## src/rtl/ula_seq_if.sv

```systemverilog
// rtl/ula_seq_if.sv - operand/result handshake bundle for ula_seq
interface ula_seq_if #(
  parameter int WIDTH = 8
);
  logic             in_valid;
  logic             in_ready;
  logic [3:0]       op;
  logic [WIDTH-1:0] a;
  logic [WIDTH-1:0] b;
  logic             out_valid;
  logic             out_ready;
  logic [WIDTH-1:0] result;
  logic [WIDTH-1:0] result_hi;
  logic             flag_z;
  logic             flag_n;
  logic             flag_c;
  logic             flag_v;

  modport master (
    output in_valid, op, a, b, out_ready,
    input  in_ready, out_valid, result, result_hi, flag_z, flag_n, flag_c, flag_v
  );

  modport slave (
    input  in_valid, op, a, b, out_ready,
    output in_ready, out_valid, result, result_hi, flag_z, flag_n, flag_c, flag_v
  );
endinterface

```

## src/rtl/ula_seq.sv

```systemverilog
// rtl/ula_seq.sv - registered ALU with flags and a shift-add multiplier
module ula_seq #(
  parameter int WIDTH = 8,
  parameter int CNT_W = 4
) (
  input  logic       clk,
  input  logic       rst_n,
  ula_seq_if.slave   bus
);
  localparam logic [3:0] OP_MUL = 4'd8;

  typedef enum logic [1:0] {S_IDLE, S_MUL, S_DONE} state_t;

  state_t           state;
  state_t           state_nxt;

  logic [WIDTH-1:0] mcand;
  logic [WIDTH-1:0] acc_hi;
  logic [WIDTH-1:0] acc_lo;
  logic [CNT_W-1:0] cnt;

  logic             accept;
  logic             mul_last;

  // WIDTH+1 bits so the add carry survives into the shift
  logic [WIDTH:0]   mul_sum;
  logic [WIDTH-1:0] mul_hi_nxt;
  logic [WIDTH-1:0] mul_lo_nxt;

  logic [WIDTH:0]   add_w;
  logic [WIDTH:0]   sub_w;
  logic [WIDTH-1:0] alu_res;
  logic             alu_c;
  logic             alu_v;

  assign accept   = (state == S_IDLE) && bus.in_valid;
  assign mul_last = (state == S_MUL) && (cnt == CNT_W'(WIDTH - 1));

  // acc_lo starts as the multiplier; its LSB selects the add, then the pair shifts right
  assign mul_sum    = {1'b0, acc_hi} + (acc_lo[0] ? {1'b0, mcand} : '0);
  assign mul_hi_nxt = mul_sum[WIDTH:1];
  assign mul_lo_nxt = {mul_sum[0], acc_lo[WIDTH-1:1]};

  assign add_w = {1'b0, bus.a} + {1'b0, bus.b};
  assign sub_w = {1'b0, bus.a} + {1'b0, ~bus.b} + (WIDTH+1)'(1);

  // single-cycle opcodes, evaluated on the live operands at the accept edge
  always_comb begin
    alu_res = '0;
    alu_c   = 1'b0;
    alu_v   = 1'b0;
    case (bus.op)
      4'd0: begin
        alu_res = add_w[WIDTH-1:0];
        alu_c   = add_w[WIDTH];
        alu_v   = (bus.a[WIDTH-1] == bus.b[WIDTH-1]) && (alu_res[WIDTH-1] != bus.a[WIDTH-1]);
      end
      4'd1: begin
        alu_res = sub_w[WIDTH-1:0];
        alu_c   = sub_w[WIDTH];
        alu_v   = (bus.a[WIDTH-1] != bus.b[WIDTH-1]) && (alu_res[WIDTH-1] != bus.a[WIDTH-1]);
      end
      4'd2: alu_res = bus.a & bus.b;
      4'd3: alu_res = bus.a | bus.b;
      4'd4: alu_res = bus.a ^ bus.b;
      4'd5: alu_res = ~bus.a;
      4'd6: begin
        alu_res = {bus.a[WIDTH-2:0], 1'b0};
        alu_c   = bus.a[WIDTH-1];
      end
      4'd7: begin
        alu_res = {1'b0, bus.a[WIDTH-1:1]};
        alu_c   = bus.a[0];
      end
      default: ;
    endcase
  end

  // FSM state register
  always_ff @(posedge clk or negedge rst_n) begin
    if (!rst_n) state <= S_IDLE;
    else        state <= state_nxt;
  end

  // FSM next-state logic
  always_comb begin
    state_nxt = state;
    case (state)
      S_IDLE:  if (bus.in_valid) state_nxt = (bus.op == OP_MUL) ? S_MUL : S_DONE;
      S_MUL:   if (mul_last) state_nxt = S_DONE;
      S_DONE:  if (bus.out_ready) state_nxt = S_IDLE;
      default: state_nxt = S_IDLE;
    endcase
  end

  // FSM handshake outputs
  always_comb begin
    bus.in_ready  = (state == S_IDLE);
    bus.out_valid = (state == S_DONE);
  end

  // multiplier working registers: latch operands on accept, iterate while in MUL
  always_ff @(posedge clk or negedge rst_n) begin
    if (!rst_n) begin
      mcand  <= '0;
      acc_hi <= '0;
      acc_lo <= '0;
      cnt    <= '0;
    end else if (accept && bus.op == OP_MUL) begin
      mcand  <= bus.a;
      acc_hi <= '0;
      acc_lo <= bus.b;
      cnt    <= '0;
    end else if (state == S_MUL) begin
      acc_hi <= mul_hi_nxt;
      acc_lo <= mul_lo_nxt;
      cnt    <= cnt + CNT_W'(1);
    end
  end

  // result/flag registers only load on the edge that enters DONE, so they hold under backpressure
  always_ff @(posedge clk or negedge rst_n) begin
    if (!rst_n) begin
      bus.result    <= '0;
      bus.result_hi <= '0;
      bus.flag_z    <= 1'b0;
      bus.flag_n    <= 1'b0;
      bus.flag_c    <= 1'b0;
      bus.flag_v    <= 1'b0;
    end else if (accept && bus.op != OP_MUL) begin
      bus.result    <= alu_res;
      bus.result_hi <= '0;
      bus.flag_z    <= (alu_res == '0);
      bus.flag_n    <= alu_res[WIDTH-1];
      bus.flag_c    <= alu_c;
      bus.flag_v    <= alu_v;
    end else if (mul_last) begin
      bus.result    <= mul_lo_nxt;
      bus.result_hi <= mul_hi_nxt;
      bus.flag_z    <= (mul_lo_nxt == '0);
      bus.flag_n    <= mul_lo_nxt[WIDTH-1];
      bus.flag_c    <= |mul_hi_nxt;
      bus.flag_v    <= 1'b0;
    end
  end
endmodule

```

## src/flat_wrapper.sv

```systemverilog
// flat-port wrapper written by rule: the top's interface ports become plain ports
module ula_seq_flat 
#(
  parameter int WIDTH = 8,
  parameter int CNT_W = 4
)
  (clk, rst_n, bus_in_valid, bus_op, bus_a, bus_b, bus_out_ready, bus_in_ready, bus_out_valid, bus_result, bus_result_hi, bus_flag_z, bus_flag_n, bus_flag_c, bus_flag_v);
  ula_seq_if #(.WIDTH(WIDTH)) bus_i ();
  input  logic clk;
  input  logic rst_n;
  input wire logic [$bits(bus_i.in_valid)-1:0] bus_in_valid;
  input wire logic [$bits(bus_i.op)-1:0] bus_op;
  input wire logic [$bits(bus_i.a)-1:0] bus_a;
  input wire logic [$bits(bus_i.b)-1:0] bus_b;
  input wire logic [$bits(bus_i.out_ready)-1:0] bus_out_ready;
  output wire logic [$bits(bus_i.in_ready)-1:0] bus_in_ready;
  output wire logic [$bits(bus_i.out_valid)-1:0] bus_out_valid;
  output wire logic [$bits(bus_i.result)-1:0] bus_result;
  output wire logic [$bits(bus_i.result_hi)-1:0] bus_result_hi;
  output wire logic [$bits(bus_i.flag_z)-1:0] bus_flag_z;
  output wire logic [$bits(bus_i.flag_n)-1:0] bus_flag_n;
  output wire logic [$bits(bus_i.flag_c)-1:0] bus_flag_c;
  output wire logic [$bits(bus_i.flag_v)-1:0] bus_flag_v;
  assign bus_i.in_valid = bus_in_valid;
  assign bus_i.op = bus_op;
  assign bus_i.a = bus_a;
  assign bus_i.b = bus_b;
  assign bus_i.out_ready = bus_out_ready;
  assign bus_in_ready = bus_i.in_ready;
  assign bus_out_valid = bus_i.out_valid;
  assign bus_result = bus_i.result;
  assign bus_result_hi = bus_i.result_hi;
  assign bus_flag_z = bus_i.flag_z;
  assign bus_flag_n = bus_i.flag_n;
  assign bus_flag_c = bus_i.flag_c;
  assign bus_flag_v = bus_i.flag_v;
  ula_seq #(.WIDTH(WIDTH), .CNT_W(CNT_W)) u_core (.clk(clk), .rst_n(rst_n), .bus(bus_i));
endmodule
```

## config.mk

```make
export PLATFORM = sky130hd
export DESIGN_NAME = ula_seq_flat
export DESIGN_NICKNAME = d
export VERILOG_FILES = /design/src/rtl/ula_seq_if.sv /design/src/rtl/ula_seq.sv /design/src/flat_wrapper.sv
export SDC_FILE = /design/constraint.sdc
export NUM_CORES = 1
export LEC_CHECK = 0
export ABC_AREA = 0
export BUFFER_PORTS_ARGS = -buffer_cell sky130_fd_sc_hd__buf_2
export CORE_ASPECT_RATIO = 0.6
export CORE_MARGIN = 2
export CORE_UTILIZATION = 45
export DETAILED_ROUTE_END_ITERATION = 10
export GPL_TIMING_DRIVEN = 0
export PLACE_DENSITY = 0.7
export REMOVE_ABC_BUFFERS = 1
export SKIP_CTS_REPAIR_TIMING = 1
export SLEW_MARGIN = 20
export SYNTH_ARGS = -nofsm -noshare
export SYNTH_HDL_FRONTEND = slang
export SYNTH_SLANG_ARGS = --single-unit
```

## constraint.sdc

```tcl
create_clock -name clk -period 2.8 [get_ports clk]
set_input_delay 0 -clock clk [delete_from_list [all_inputs] [get_ports clk]]
set_output_delay 0 -clock clk [all_outputs]
set_load 0.1 [all_outputs]
```

# Word-level counts from Yosys, hierarchy flattened
# Cells that the tools add are included.
[op_classes] addsub=5 eq_ne=19 mux=27 n_bitwise=5 reduce_logical=14
[ops] cell="$mux W8" count=9
[ops] cell="$pmux W8 S8" count=1
[ops] cell="$eq A4 B3 Y1 const B" count=5
[ops] cell="$add A8 B8 Y9" count=2
[ops] cell="$logic_not A8 Y1" count=2
[ops] cell="$not A8 Y8" count=2
[ops] cell="$add A8 B9 Y9" count=1
[ops] cell="$add A9 B1 Y9 const B" count=1
[ops] cell="$and A8 B8 Y8" count=1
[ops] cell="$eq A4 B2 Y1 const B" count=2
[ops] cell="$mux W1" count=8
[ops] cell="$mux W2" count=4
[ops] cell="$mux W4" count=2
[ops] cell="$or A8 B8 Y8" count=1
[ops] cell="$reduce_or A8 Y1" count=1
[ops] cell="$xor A8 B8 Y8" count=1
[ops] cell="$logic_and A1 B1 Y1" count=6
[ops] cell="$pmux W2 S3" count=1
[ops] cell="$add A4 B1 Y4 const B" count=1
[ops] cell="$eq A4 B1 Y1 const B" count=1
[ops] cell="$eq A4 B4 Y1 const B" count=1
[ops] cell="$logic_not A4 Y1" count=1
[ops] cell="$ne A2 B2 Y1 const B" count=2
[ops] cell="$ne A4 B4 Y1 const B" count=1
[ops] cell="10 further kinds" count=13
[word_totals] ff_bits=50 output_inout_bits=22

# Logic depth before layout (Yosys ltp)
[depth] ltp_word=7 mapped_depth=11

# Worst setup path after synthesis
# Ideal clock, no wire load.
[synth_path] path_type="register to register" startpoint="reg u_core.state[0]" endpoint="reg u_core.acc_hi[0]" setup_time_ps=140 arrival_time_ps=2680 t_required_ps=2660 setup_slack_ps=-21 stages_incl_launch_ff=6 path_buffers=2 synth_period_minus_slack_ps=2821 path_cell_list="dfrtp_1 -> nor2_1 -> and3_1 -> buf_2 -> clkbuf_1 -> o22ai_1"
[synth_between] elab_chain_cells=4 word_cells_on_any_way=6 classes_between="eq/ne: 1; mux: 1; reduce/logical: 4"
[synth_rtl] item="start, declared" line_no="ula_seq.sv:14" rtl="state_t state;"
[synth_rtl] item="start signal, assigned" line_no="ula_seq.sv:82" rtl="else state <= state_nxt;"
[synth_rtl] item="$logic_not A2 Y1 *"
[synth_rtl] item="net bus_in_ready" line_no="flat_wrapper.sv:16" rtl="output wire logic [$bits(bus_i.in_ready)-1:0] bus_in_ready;"
[synth_rtl] item="$logic_and A1 B1 Y1 *" line_no="ula_seq.sv:36" rtl="assign accept = (state == S_IDLE) && bus.in_valid;"
[synth_rtl] item="$logic_and A1 B1 Y1 *" line_no="ula_seq.sv:109" rtl="end else if (accept && bus.op == OP_MUL) begin"
[synth_rtl] item="$mux W8 / $reduce_bool A2 Y1 (equally long branches)"
[synth_rtl] item="end signal, assigned" line_no="ula_seq.sv:115" rtl="acc_hi <= mul_hi_nxt;"
[synth_rtl] item="end, declared" line_no="ula_seq.sv:18" rtl="logic [WIDTH-1:0] acc_hi;"
# Mark *: on every way through the listed nets, which the timed path passes. The rest lies on a longest branch.
# A chain may end at the register's enable or synchronous reset.

# Worst setup path in the final report
[layout_path] startpoint="reg u_core.acc_lo[0]" endpoint="reg u_core.bus.flag_c"
[layout_between] elab_chain_cells=5
[layout_rtl] item="start, declared" line_no="ula_seq.sv:19" rtl="logic [WIDTH-1:0] acc_lo;"
[layout_rtl] item="start signal, assigned" line_no="ula_seq.sv:112" rtl="acc_lo <= bus.b;"
[layout_rtl] item="start signal, assigned" line_no="ula_seq.sv:116" rtl="acc_lo <= mul_lo_nxt;"
[layout_rtl] item="$mux W8" line_no="ula_seq.sv:40" rtl="assign mul_sum = {1'b0, acc_hi} + (acc_lo[0] ? {1'b0, mcand} : '0);"
[layout_rtl] item="$add A8 B9 Y9" line_no="ula_seq.sv:40"
[layout_rtl] item="$reduce_or A8 Y1" line_no="ula_seq.sv:142" rtl="bus.flag_c <= |mul_hi_nxt;"
[layout_rtl] item="$mux W1" line_no="ula_seq.sv:137" rtl="end else if (mul_last) begin"
[layout_rtl] item="$mux W1" line_no="ula_seq.sv:130" rtl="end else if (accept && bus.op != OP_MUL) begin"
[layout_rtl] item="end signal, assigned" line_no="ula_seq.sv:135" rtl="bus.flag_c <= alu_c;"
[layout_rtl] item="end signal, assigned" line_no="ula_seq.sv:142"
[layout_rtl] item="end, declared" line_no="ula_seq_if.sv:26" rtl="output in_ready, out_valid, result, result_hi, flag_z, flag_n, flag_c, flag_v"
# No other way between the ends. The select of a mux whose other input is x is not followed.

==> qor.txt <==
========================================================================
Worst endpoint required time                                     2940 ps
Warnings from Yosys                                                    0
Layout cells sized above 1                                         19.1%
# DRC                                                                  0
DRC violation total after the first TritonRoute iteration            404
Post-placement cell area                                    0.00406 mm^2
CTS HTree Levels                                                       2
Most common library cells after synthesis                   nand2_1 (58), dfrtp_1 (49), ha_1 (34), inv_1 (27), o21ai_0 (27)
Synthesized cell area                                       0.00381 mm^2
Diodes inserted                                                        0
Pre-CTS setup slack                                               105 ps
Most used flip-flop cell after synthesis                         dfrtp_1
Setup slack of the critical path after layout                     208 ps
Maximum fanout along the worst path                                    4
Global Route Usage Sum                                             23.9%
DP Wirelength                                                    7.71 mm
Clock latency on the worst-skew pair                              290 ps
Die Wd                                                            123 um
Final Util                                                         53.0%
Critical-path top delay cell                                     dfrtp_2
Multiplexer share of the synthesized area                          6.03%
Area share of the largest cell type after synthesis                32.1%
Hold Path End                                               u_core.acc_lo[6]
Leftover overflow at the end of global routing                         0
Count of endpoints failing setup in the final report                   0
Final worst-path cycle share                                       92.6%
Root Buffer                                                    clkbuf_16
Capture instance of the worst register-to-register path     u_core.bus.flag_c
Max_cap viols                                                          0
Crit Path Category                                               reg2reg
Final antenna-violating net count                                      0
Antenna violations before repair                                       0
Clock tree from TritonCTS                                          built
Drt first pass iters                                                   4
Via count of the first global-routing pass                         3,173
Max-slew violation count                                               0
Post-synthesis to final-layout area growth                         11.6%
Status                                                      complete, but fails checks
Number of buffers created by CTS                                       5
WHS                                                             -9.49 ps
Worst EP arrival                                                 2730 ps
Combinational family with the most area after synthesis     compound AO/OA/AOI/OAI gates
Element type at the critical path start                             flop
Critical-path cell list                                     buf_4 -> and2_1 -> ha_1 -> nor2b_1 -> o21a_1 -> o21a_1 -> o31a_1 -> or3_1 -> o21ai_2 -> a41oi_1
Count of standard-cell rows                                           25
First-pass GRT wire length                                       16.8 mm
Startpoint of the most critical hold path                       bus_b[6]
Fraction of the mapped netlist area in compound gates              22.1%
Mapped Avg Cell Area                                           8.85 um^2
Worst-path clk slew                                                60 ps
Post-Route WL                                                    10.3 mm
Post-synthesis cell type with the largest combined area          dfrtp_1
Maximum clock insertion buffer count                                   2
FFs w/ async S/R, synth                                             100%
Fraction of the mapped netlist area in simple logic gates          18.6%
Synth Area in XOR/XNOR                                             2.30%
F_max                                                            386 MHz
Pin count of the biggest net entering global routing                  50
Worst-case register-to-register setup slack                       210 ps
Critical Path Sink Type                                             flop
Largest voltage drop on the vdd net                           0.000653 V
Average detailed-routed wire length per instance                 18.0 um
Reg-to-reg critical path startpoint                         u_core.acc_lo[0]
Mapped Cells                                                         431
Worst slew margin relative to its limit                            42.7%
Worst min-delay path class                                        in2reg
Die height                                                       75.3 um
Fraction of the mapped netlist area in adder cells                 12.7%
Number of synthesized flops with an enable pin                         0
Area of the die                                             0.00925 mm^2
Clock net sink count                                                  49
Origin of the worst setup path                              u_core.acc_lo[0]
Final nets                                                           526
Final worst path period need                                     2590 ps
Number of port buffers                                                45
Core Area                                                   0.00804 mm^2
Slew @ Worst Pin                                                  855 ps
Power density over the cells                                 696 mW/mm^2
Number of failing hold endpoints at the final stage                    2
Cell repeated most along the worst path                           o21a_1
Final Wtd Congestion                                               0.946
Number of instances on the worst hold path                             3
Sequential area share after synthesis                              32.1%
Vias post-DR                                                       3,383
Synth area leaders                                          dfrtp_1 (32%), ha_1 (11%), nand2_1 (5.7%)
Violated checks                                              hold timing
Number of register bits inferred by synthesis                         49
Fin area                                                    0.00426 mm^2
Avg Vias per Cell                                                   5.89
Ports placed on the boundary                                          46
Depth of the worst register-to-register path                          10
Static power due to leakage                                      2.03 nW
Starting density of the core                                       47.5%
Number of distinct library cells after synthesis                      62
RSZ-0062 raised after global routing                                  no
Cell with the most instances after synthesis                     nand2_1
Clock tree skew after final layout                               6.07 ps
Delay of the slowest cell on the worst path                       420 ps
========================================================================
==> kinds of logic (layout without fill, tap and decap cells) <==
| family | Yosys count | in the layout |
|---|---|---|
| xor gates and xnor gates | 10 | 10 |
| DFF | 49 | 49 |
| adders and majority gates | 37 | 37 |
| and+or+nand+nor | 142 | 142 |
| buffers and inverters | 51 | 86 |
| muxes | 18 | 18 |
| AOI/OAI and AO/OA | 124 | 124 |
==> worst max path at each step <==
| stage | end | slack [ps] | cells after the start |
|---|---|---|---|
| final | u_core.bus.flag_c | 210 | 10 |
| after global routing | u_core.bus.flag_c | 80 | 11 |
| after CTS | u_core.bus.flag_c | 80 | 11 |
| after detailed placement | u_core.bus.flag_c | 110 | 11 |
| after global placement | u_core.bus.result[0] | -980 | 5 |
| after floorplan | u_core.acc_lo[0] | -290 | 5 |
==> power by group <==
group	internal, mW	switching, mW	total (mW)
combinational	0.414	0.896	1.31
clock	0.328	0.254	0.583
sequential	0.908	0.162	1.07
==> flip-flops by register name (all words and copies together), names as in the netlist <==
name	flops
u_core.acc_hi	8
u_core.acc_lo	8
u_core.bus.flag_c	1
u_core.bus.flag_v	1
u_core.bus.flag_z	1
u_core.bus.result	8
u_core.bus.result_hi	8
u_core.cnt	4
u_core.mcand	8
u_core.state	2
==> metal layers <==
| metal | track usage [%] | up-vias | share of wire, % |
|---|---|---|---|
| li1 | - | 1615 | - |
| met1 | 37.5 | 1609 | 50 |
| met2 | 33.5 | 143 | 40 |
| met3 | 5.09 | 16 | 8.7 |
| met4 | 4.98 | 0 | 1.2 |
| met5 | 0 | - | 0 |
==> critical path, delay by kind of cell (launching register included) <==
family	cells	cell delay, ps
AND/OR/NAND/NOR	3	610
AO/OA/AOI/OAI	5	920
buffers and inverters	1	140
adder cells (fa/ha/maj)	1	340
flip-flops	1	420
==> placed cells by master (no fill, tap or decap), drive strengths merged, types with 4 or more instances in the layout <==
master / n
nor2: 26
nor3: 8
or2: 4
nand2b: 5
ha: 34
a22oi: 15
dfrtp: 49
a21oi: 22
a221oi: 4
o21a: 6
buf: 48
inv: 27
nor4: 4
a22o: 4
a21o: 4
o22ai: 10
xnor2: 6
nand3: 7
xor2: 4
o21bai: 5
nor2b: 7
o21ai: 28
and3: 5
a211o: 4
mux2i: 5
mux2: 10
and2: 7
nand2: 59
clkbuf: 6
a31oi: 5
==> per-stage QoR <==
step	setup TNS (ps)	power (mW)	cells	hold slack [ps]
floorplan	-5380	2.00	407	-296
global route	0	3.16	574	10.2
CTS	0	2.92	569	-57.4
detailed placement	0	2.33	561	252
finish	0	2.96	574	-9.49
global placement	-14120	2.29	560	256
==> layout make-up <==
| type | count | area (um^2) |
|---|---|---|
| fill | 773 | 3780 |
| multi-input combinational | 331 | 2370 |
| sequential | 49 | 1230 |
| timing repair buffer | 51 | 280 |
| tap | 108 | 135 |
| clock buffer | 6 | 129 |
| inverter | 27 | 101 |
| clock inverter | 2 | 10.0 |
Note: power is estimated with default switching activity, not from simulation.
